File: src/rtl/hdmi_pkg.sv
`default_nettype none
//==============================================================================
// Module      : hdmi_pkg
// Description : Shared types, constants and helpers for the HDMI packet scheduler.
// Revision    : 1.0 - initial release
//==============================================================================
package hdmi_pkg;

    typedef logic [23:0]       hdmi_header_t;
    typedef logic [3:0][55:0]  hdmi_sub_t;

    localparam int PKT_PIXELS      = 32;
    localparam int MAX_ISLAND_PKTS = 18;

    localparam logic [7:0] NULL         = 8'h00;
    localparam logic [7:0] ACR          = 8'h01;
    localparam logic [7:0] AUDIO_SAMPLE = 8'h02;
    localparam logic [7:0] AVI          = 8'h82;
    localparam logic [7:0] SPD          = 8'h83;
    localparam logic [7:0] AUDIO_IF     = 8'h84;

    typedef enum logic [0:0] {
        IDLE = 1'b0,
        SEND = 1'b1
    } sched_state_t;

    // A zero-length island request still produces one slot.
    function automatic logic [4:0] clamp_pkts(input logic [4:0] n, input logic [4:0] max_pkts);
        if (n == 5'd0)
            return 5'd1;
        else if (n > max_pkts)
            return max_pkts;
        else
            return n;
    endfunction

endpackage
`default_nettype wire

File: src/rtl/hdmi_packet_scheduler_if.sv
`default_nettype none
//==============================================================================
// Module      : hdmi_packet_scheduler_if
// Description : Source-side and encoder-side signal bundle of the packet scheduler.
// Revision    : 1.0 - initial release
//==============================================================================
interface hdmi_packet_scheduler_if #(
    parameter int NUM_SRC = 4,
    parameter int SRC_W   = $clog2(NUM_SRC + 1)
) ();
    import hdmi_pkg::*;

    logic                        island_start;
    logic [4:0]                  island_num_packets;
    logic                        video_field_end;
    logic [NUM_SRC-1:0]          src_valid;
    hdmi_header_t [NUM_SRC-1:0]  src_header;
    hdmi_sub_t    [NUM_SRC-1:0]  src_sub;
    logic [NUM_SRC-1:0]          src_ack;
    logic                        island_active;
    logic                        packet_start;
    logic [4:0]                  packet_pixel_counter;
    logic [SRC_W-1:0]            packet_src;
    hdmi_header_t                header;
    hdmi_sub_t                   sub;

    modport master (
        output island_start, island_num_packets, video_field_end,
               src_valid, src_header, src_sub,
        input  src_ack, island_active, packet_start, packet_pixel_counter,
               packet_src, header, sub
    );

    modport slave (
        input  island_start, island_num_packets, video_field_end,
               src_valid, src_header, src_sub,
        output src_ack, island_active, packet_start, packet_pixel_counter,
               packet_src, header, sub
    );

endinterface
`default_nettype wire

File: src/rtl/hdmi_pkt_arbiter.sv
`default_nettype none
//==============================================================================
// Module      : hdmi_pkt_arbiter
// Description : Eligibility, once-per-field flags and source select.
//               PKT_SCHED_ROUND_ROBIN_EN rotates sources 1..NUM_SRC-1.
// Revision    : 1.0 - initial release
//==============================================================================
module hdmi_pkt_arbiter #(
    parameter int                 NUM_SRC   = 4,
    parameter logic [NUM_SRC-1:0] ONCE_MASK = 4'b1100,
    parameter int                 SRC_W     = $clog2(NUM_SRC + 1)
) (
    input  wire logic               clk,
    input  wire logic               rst,
    input  wire logic               grant_en,
    input  wire logic               field_end,
    input  wire logic [NUM_SRC-1:0] src_valid,
    output logic [NUM_SRC-1:0]      grant_oh,
    output logic [SRC_W-1:0]        grant_idx
);
    logic [NUM_SRC-1:0] r_sent;
    logic [NUM_SRC-1:0] w_sent_nxt;
    logic [NUM_SRC-1:0] w_elig;

    assign w_elig = src_valid & ~(ONCE_MASK & r_sent);

    // A grant coinciding with field end belongs to the new field, so set wins.
    always_comb begin
        w_sent_nxt = field_end ? '0 : r_sent;
        if (grant_en)
            w_sent_nxt = w_sent_nxt | (grant_oh & ONCE_MASK);
    end

    always_ff @(posedge clk) begin
        if (rst)
            r_sent <= '0;
        else
            r_sent <= w_sent_nxt;
    end

`ifdef PKT_SCHED_ROUND_ROBIN_EN
    logic [SRC_W-1:0] r_last;

    always_ff @(posedge clk) begin
        if (rst)
            r_last <= SRC_W'(NUM_SRC - 1);
        else if (grant_en && (grant_oh[NUM_SRC-1:1] != '0))
            r_last <= grant_idx;
    end

    // Two passes: sources above the last grant first, then wrap to 1.
    always_comb begin
        grant_oh  = '0;
        grant_idx = SRC_W'(NUM_SRC);
        if (w_elig[0]) begin
            grant_oh[0] = 1'b1;
            grant_idx   = '0;
        end else begin
            for (int i = 1; i < NUM_SRC; i++) begin
                if ((grant_oh == '0) && w_elig[i] && (i > int'(r_last))) begin
                    grant_oh[i] = 1'b1;
                    grant_idx   = SRC_W'(i);
                end
            end
            for (int i = 1; i < NUM_SRC; i++) begin
                if ((grant_oh == '0) && w_elig[i] && (i <= int'(r_last))) begin
                    grant_oh[i] = 1'b1;
                    grant_idx   = SRC_W'(i);
                end
            end
        end
    end
`else
    always_comb begin
        grant_oh  = '0;
        grant_idx = SRC_W'(NUM_SRC);
        for (int i = 0; i < NUM_SRC; i++) begin
            if ((grant_oh == '0) && w_elig[i]) begin
                grant_oh[i] = 1'b1;
                grant_idx   = SRC_W'(i);
            end
        end
    end
`endif

endmodule
`default_nettype wire

File: src/rtl/hdmi_packet_scheduler.sv
`default_nettype none
//==============================================================================
// Module      : hdmi_packet_scheduler
// Description : Fills data-island slots from prioritised sources or null packets.
//               Option macro: PKT_SCHED_ROUND_ROBIN_EN.
// Revision    : 1.0 - initial release
//==============================================================================
module hdmi_packet_scheduler
    import hdmi_pkg::*;
#(
    parameter int                 NUM_SRC   = 4,
    parameter int                 MAX_PKTS  = 18,
    parameter logic [NUM_SRC-1:0] ONCE_MASK = 4'b1100,
    parameter int                 SRC_W     = $clog2(NUM_SRC + 1)
) (
    input wire logic                 clk_pixel,
    input wire logic                 rst,
    hdmi_packet_scheduler_if.slave   bus
);
    sched_state_t       r_state;
    sched_state_t       w_state_nxt;
    logic               w_latch;
    logic               w_last_pixel;
    logic [4:0]         r_cnt;
    logic [4:0]         r_slots_left;
    hdmi_header_t       r_header;
    hdmi_sub_t          r_sub;
    logic [SRC_W-1:0]   r_src;
    logic [NUM_SRC-1:0] r_ack;
    logic [NUM_SRC-1:0] w_grant_oh;
    logic [SRC_W-1:0]   w_grant_idx;
    hdmi_header_t       w_sel_header;
    hdmi_sub_t          w_sel_sub;

    assign w_last_pixel = (r_cnt == 5'(PKT_PIXELS - 1));

    always_comb begin
        w_state_nxt = r_state;
        w_latch     = 1'b0;
        case (r_state)
            IDLE: begin
                if (bus.island_start) begin
                    w_latch     = 1'b1;
                    w_state_nxt = SEND;
                end
            end
            SEND: begin
                if (w_last_pixel) begin
                    if (r_slots_left > 5'd1)
                        w_latch = 1'b1;
                    else
                        w_state_nxt = IDLE;
                end
            end
            default: w_state_nxt = IDLE;
        endcase
    end

    hdmi_pkt_arbiter #(
        .NUM_SRC   (NUM_SRC),
        .ONCE_MASK (ONCE_MASK),
        .SRC_W     (SRC_W)
    ) u_arbiter (
        .clk       (clk_pixel),
        .rst       (rst),
        .grant_en  (w_latch),
        .field_end (bus.video_field_end),
        .src_valid (bus.src_valid),
        .grant_oh  (w_grant_oh),
        .grant_idx (w_grant_idx)
    );

    // No grant leaves the selection at zero, which is the null packet.
    always_comb begin
        w_sel_header = '0;
        w_sel_sub    = '0;
        for (int i = 0; i < NUM_SRC; i++) begin
            if (w_grant_oh[i]) begin
                w_sel_header = bus.src_header[i];
                w_sel_sub    = bus.src_sub[i];
            end
        end
    end

    always_ff @(posedge clk_pixel) begin
        if (rst) begin
            r_state      <= IDLE;
            r_cnt        <= '0;
            r_slots_left <= '0;
            r_header     <= '0;
            r_sub        <= '0;
            r_src        <= SRC_W'(NUM_SRC);
            r_ack        <= '0;
        end else begin
            r_state <= w_state_nxt;
            r_ack   <= '0;
            if (w_latch)
                r_cnt <= '0;
            else if ((r_state == SEND) && !w_last_pixel)
                r_cnt <= r_cnt + 5'd1;
            if (w_latch) begin
                r_slots_left <= (r_state == IDLE)
                              ? clamp_pkts(bus.island_num_packets, 5'(MAX_PKTS))
                              : r_slots_left - 5'd1;
                r_header     <= w_sel_header;
                r_sub        <= w_sel_sub;
                r_src        <= w_grant_idx;
                r_ack        <= w_grant_oh;
            end
        end
    end

    assign bus.island_active        = (r_state == SEND);
    assign bus.packet_start         = (r_state == SEND) && (r_cnt == 5'd0);
    assign bus.packet_pixel_counter = r_cnt;
    assign bus.packet_src           = r_src;
    assign bus.header               = r_header;
    assign bus.sub                  = r_sub;
    assign bus.src_ack              = r_ack;

endmodule
`default_nettype wire

File: src/flat_wrapper.sv
// flat-port wrapper written by rule: the top's interface ports become plain ports
module hdmi_packet_scheduler_flat import hdmi_pkg::*;
#(
    parameter int                 NUM_SRC   = 4,
    parameter int                 MAX_PKTS  = 18,
    parameter logic [NUM_SRC-1:0] ONCE_MASK = 4'b1100,
    parameter int                 SRC_W     = $clog2(NUM_SRC + 1)
)
  (clk_pixel, rst, bus_island_start, bus_island_num_packets, bus_video_field_end, bus_src_valid, bus_src_header, bus_src_sub, bus_src_ack, bus_island_active, bus_packet_start, bus_packet_pixel_counter, bus_packet_src, bus_header, bus_sub);
  hdmi_packet_scheduler_if #(.NUM_SRC(NUM_SRC), .SRC_W(SRC_W)) bus_i ();
  input wire logic clk_pixel;
  input wire logic rst;
  input wire logic [$bits(bus_i.island_start)-1:0] bus_island_start;
  input wire logic [$bits(bus_i.island_num_packets)-1:0] bus_island_num_packets;
  input wire logic [$bits(bus_i.video_field_end)-1:0] bus_video_field_end;
  input wire logic [$bits(bus_i.src_valid)-1:0] bus_src_valid;
  input wire logic [$bits(bus_i.src_header)-1:0] bus_src_header;
  input wire logic [$bits(bus_i.src_sub)-1:0] bus_src_sub;
  output wire logic [$bits(bus_i.src_ack)-1:0] bus_src_ack;
  output wire logic [$bits(bus_i.island_active)-1:0] bus_island_active;
  output wire logic [$bits(bus_i.packet_start)-1:0] bus_packet_start;
  output wire logic [$bits(bus_i.packet_pixel_counter)-1:0] bus_packet_pixel_counter;
  output wire logic [$bits(bus_i.packet_src)-1:0] bus_packet_src;
  output wire logic [$bits(bus_i.header)-1:0] bus_header;
  output wire logic [$bits(bus_i.sub)-1:0] bus_sub;
  assign bus_i.island_start = bus_island_start;
  assign bus_i.island_num_packets = bus_island_num_packets;
  assign bus_i.video_field_end = bus_video_field_end;
  assign bus_i.src_valid = bus_src_valid;
  assign bus_i.src_header = bus_src_header;
  assign bus_i.src_sub = bus_src_sub;
  assign bus_src_ack = bus_i.src_ack;
  assign bus_island_active = bus_i.island_active;
  assign bus_packet_start = bus_i.packet_start;
  assign bus_packet_pixel_counter = bus_i.packet_pixel_counter;
  assign bus_packet_src = bus_i.packet_src;
  assign bus_header = bus_i.header;
  assign bus_sub = bus_i.sub;
  hdmi_packet_scheduler #(.NUM_SRC(NUM_SRC), .MAX_PKTS(MAX_PKTS), .ONCE_MASK(ONCE_MASK), .SRC_W(SRC_W)) u_core (.clk_pixel(clk_pixel), .rst(rst), .bus(bus_i));
endmodule
File: config.mk
export PLATFORM = sky130hd
export DESIGN_NAME = hdmi_packet_scheduler_flat
export DESIGN_NICKNAME = d
export VERILOG_FILES = /design/src/rtl/hdmi_pkg.sv /design/src/rtl/hdmi_packet_scheduler_if.sv /design/src/rtl/hdmi_pkt_arbiter.sv /design/src/rtl/hdmi_packet_scheduler.sv /design/src/flat_wrapper.sv
export SDC_FILE = /design/constraint.sdc
export NUM_CORES = 1
export LEC_CHECK = 0
export CAP_MARGIN = 10
export CELL_PAD_IN_SITES_DETAIL_PLACEMENT = 0
export CELL_PAD_IN_SITES_GLOBAL_PLACEMENT = 2
export CORE_AREA = 8 8 490 492
export DETAILED_ROUTE_END_ITERATION = 12
export DIE_AREA = 0 0 498 500
export HOLD_SLACK_MARGIN = 0.08
export PLACE_DENSITY = 0.43
export SLEW_MARGIN = 20
export SYNTH_ARGS = -nofsm -noshare
export SYNTH_HDL_FRONTEND = slang
export SYNTH_SLANG_ARGS = --single-unit
File: constraint.sdc
create_clock -name clk_pixel -period 3 [get_ports clk_pixel]
set_clock_uncertainty 0.1 [all_clocks]
set_input_delay 0.6 -clock clk_pixel [delete_from_list [all_inputs] [get_ports clk_pixel]]
set_output_delay 0.6 -clock clk_pixel [all_outputs]
set_load 0.05 [all_outputs]
==> out/metrics.yaml <==
antenna_found_initial: 114
tightest_slew_ns: 0.825
p_leak_nw: 12.5
arrival_ns: 3.43
run_status: "complete, but fails checks"
die_w_um: 498
post_drt_wl_per_cell_um: 30.1
nets: 3958
via_per_inst: 3.50
grt_pass1_wl_um: 231000
path_clk_slew_ns: 0.05
r2r_end: "u_core.bus.sub[139]"
ys_types: 46
violations: "setup timing"
cts_htree_levels: 2
slew_viol_final: 0
yosysWarnings: 0
hpwlAfterDp_um: 154000
critPathRequiredTime_ns: 3.39
dieArea_mm2: 0.249
dp.cells: 5939
synthCells: 1578
post-place-ws_ns: -1.05
netlist_area_mm2: 0.0152
start_util_pct: 6.58
first_global_vias: 22248
portBuffers: 1266
place_area_mm2: 0.0332
min_path_cells: 1
groute.usage.overall_pct: 13.7
rr_worst_depth: 10
grt-ovfl-total: 0
crit_fanout: 26
worst-r2r-setup-slack_ns: 0.14
synth_edf_count: 0
syn_nets: 2588
timing.rr.start: "u_core.bus.packet_pixel_counter[1]"
area_delta_synth_final_pct: 130
drive_gt1_share_pct: 16.3
period_share_pct: 101
grt_max_degree: 87
async_flop_share_pct: 0
worstSkewPairLatency_ns: 0.63
max_cap_viol_count: 0
peakVddDrop_v: 0.000332
core-area_mm2: 0.232
maxSlewHeadroom_pct: 45.0
cts_num_sinks: 268
crit_slowest_cell: "a221oi_1"
cp-start-kind: "primary input"
setup_viol: 1
rsz0062_at_grt: "yes"
synth-seq-cells: 268
cts_buffer_depth: 3
avgSynthCellArea_um2: 9.66
fin_crit_ns: 3.03
crit_cells: 9
power_density_mw_per_mm2: 436
synthFlopType: "dfxtp_1"
place_congestion: 0.811
max_freq_mhz: 330
crit_chain: "clkdlybuf4s50_1, nor3b_2, buf_12, buf_12, a221oi_1, buf_4, a2111oi_1, buf_4, a221o_1"
drc_errors: 0
setup_tns_ns: -0.0323
die_h_um: 500
finalHoldViolations: 0
final_cell_area_mm2: 0.0351
cp_top_family: "buffers and inverters"
crit_buf_inv: 5
cts-root-buf: "clkbuf_16"
ant_nets: 0
vias: 21187
cts_tree: "built"
layout.cells.non_filler: 6047
drt_iter0_drc: 1472
pin_count: 1267
hold_path_end: "u_core.bus.packet_src[0]"
setup.worst_path.end_class: "register"
synth-seq-area-share_pct: 35.2
worst_slack_ns: -0.0323
crit_type: "in2reg"
cpPeakStageDelay_ns: 0.72
min-delay-start: "u_core.bus.packet_src[0]"
cts_buffers: 44
hold_class: "reg2reg"
rows: 177
drtPass1Iterations: 5
finalWirelength_um: 182000
[timing repair]
| action | CTS | global route |
|---|---|---|
| buffers inserted | 0 | 4 |
| hold buffers | 0 | 0 |
| gates resized for setup | 13 | 25 |
| pin swaps | 0 | 2 |
| setup endpoints to repair | 16 | 100 |
| cloned | 0 | 2 |
[registers in the layout, summed over array words and instances, names as in the netlist]
signal / flops
u_core.u_arbiter.r_sent: 2
u_core.bus.island_active: 1
u_core.bus.packet_src: 3
u_core.r_slots_left: 5
u_core.bus.sub: 224
u_core.bus.header: 24
u_core.bus.src_ack: 4
u_core.bus.packet_pixel_counter: 5
[logic make-up (layout without fill, tap and decap cells)]
kind of cell | Yosys count | after routing | share of synthesized area [%]
AND/OR/NAND/NOR | 49 | 49 | 1.74
AO/OA/AOI/OAI | 771 | 771 | 49.2
buffers and inverters | 478 | 1878 | 13.1
flip-flops | 268 | 268 | 35.2
XOR/XNOR | 4 | 4 | 0.230
multiplexers | 2 | 2 | 0.131
other | 0 | 26 | 0
adder cells (fa/ha/maj) | 6 | 6 | 0.476
[worst max-delay path by stage]
stage	start	endpoint	slack, ns
2_1_floorplan	u_core.bus.island_active	bus_packet_start	0.09
4_1_cts	u_core.bus.packet_pixel_counter[1]	u_core.bus.sub[195]	-0.03
5_1_grt	u_core.bus.packet_pixel_counter[0]	u_core.bus.sub[67]	0.001
6_report	bus_src_valid[2]	u_core.bus.sub[197]	-0.03
3_5_place_dp	bus_src_valid[2]	u_core.bus.sub[162]	-1.05
3_3_place_gp	bus_src_valid[2]	u_core.bus.sub[195]	-1.31
[worst reg2reg max path, cell delays in order, from the launching register on]
cell and delay (ns):
dfxtp_1 0.34, ha_1 0.17, and3_1 0.18, ha_1 0.19, mux2i_1 0.11, a311o_2 0.39
buf_12 0.18, buf_12 0.19, buf_4 0.31, a2111oi_2 0.49, a221o_1 0.18
[metal layers]
metal	wire length, µm	vias up	track usage, %
li1	-	9451	-
met1	71100	10175	15.5
met2	85900	1228	23.0
met3	19800	253	6.68
met4	4630	80	3.74
met5	495	-	0
[cell usage after synthesis (all sizes together), types with 2 or more instances]
master / n / area share [%]
nor4: 2 / 0.18
o21ai: 6 / 0.20
a221o: 248 / 16
ha: 5 / 0.41
nor3b: 3 / 0.15
buf: 67 / 2.9
nor2: 17 / 0.45
nand2b: 2 / 0.082
and3: 3 / 0.12
mux2i: 2 / 0.13
o2bb2ai: 4 / 0.23
nor2b: 4 / 0.16
a21oi: 7 / 0.23
a2111oi: 247 / 17
nand4: 2 / 0.082
inv: 254 / 6.3
xor2: 3 / 0.17
clkbuf: 157 / 3.9
nand2: 9 / 0.22
nor3: 4 / 0.16
dfxtp: 268 / 35
a221oi: 248 / 14
[report_power, final]
group          internal [mW]  total (mW)  switching [mW]
sequential              3.90        4.17           0.268
clock                   3.33        5.58            2.25
combinational           2.47        5.53            3.06
total                   9.70        15.3            5.57
[layout make-up]
class                      count  area [µm²]
timing repair buffer        1548       15300
antenna                       26        65.1
tap                         3043        3810
clock inverter                12         164
multi-input combinational    832        8140
sequential                   268        5370
fill                       26243      197000
clock buffer                  64        1310
inverter                     254         953
[layout by cell type, fill, tap and decap left out, types with 8 or more instances in the layout]
| cell type | n |
|---|---|
| a2111oi_0 | 80 |
| a2111oi_1 | 83 |
| a2111oi_2 | 77 |
| a221o_1 | 248 |
| a221oi_1 | 248 |
| buf_12 | 42 |
| buf_4 | 276 |
| clkbuf_1 | 8 |
| clkbuf_16 | 47 |
| clkbuf_8 | 11 |
| clkdlybuf4s50_1 | 1224 |
| dfxtp_1 | 268 |
| diode_2 | 26 |
| inv_1 | 254 |
| nand2_1 | 9 |
| nor2_1 | 15 |
[metrics by stage]
step / hold slack (ns) / total power, mW / utilization, %
4_1_cts: 0.370 / 15.7 / 15.0
6_report: 0.370 / 15.3 / 15.1
2_1_floorplan: 0.349 / 6.41 / -
3_3_place_gp: 0.366 / 9.82 / 14.3
3_5_place_dp: 0.354 / 9.79 / 14.3
5_1_grt: 0.399 / 16.0 / 15.1
(Power assumes the default switching activity.)
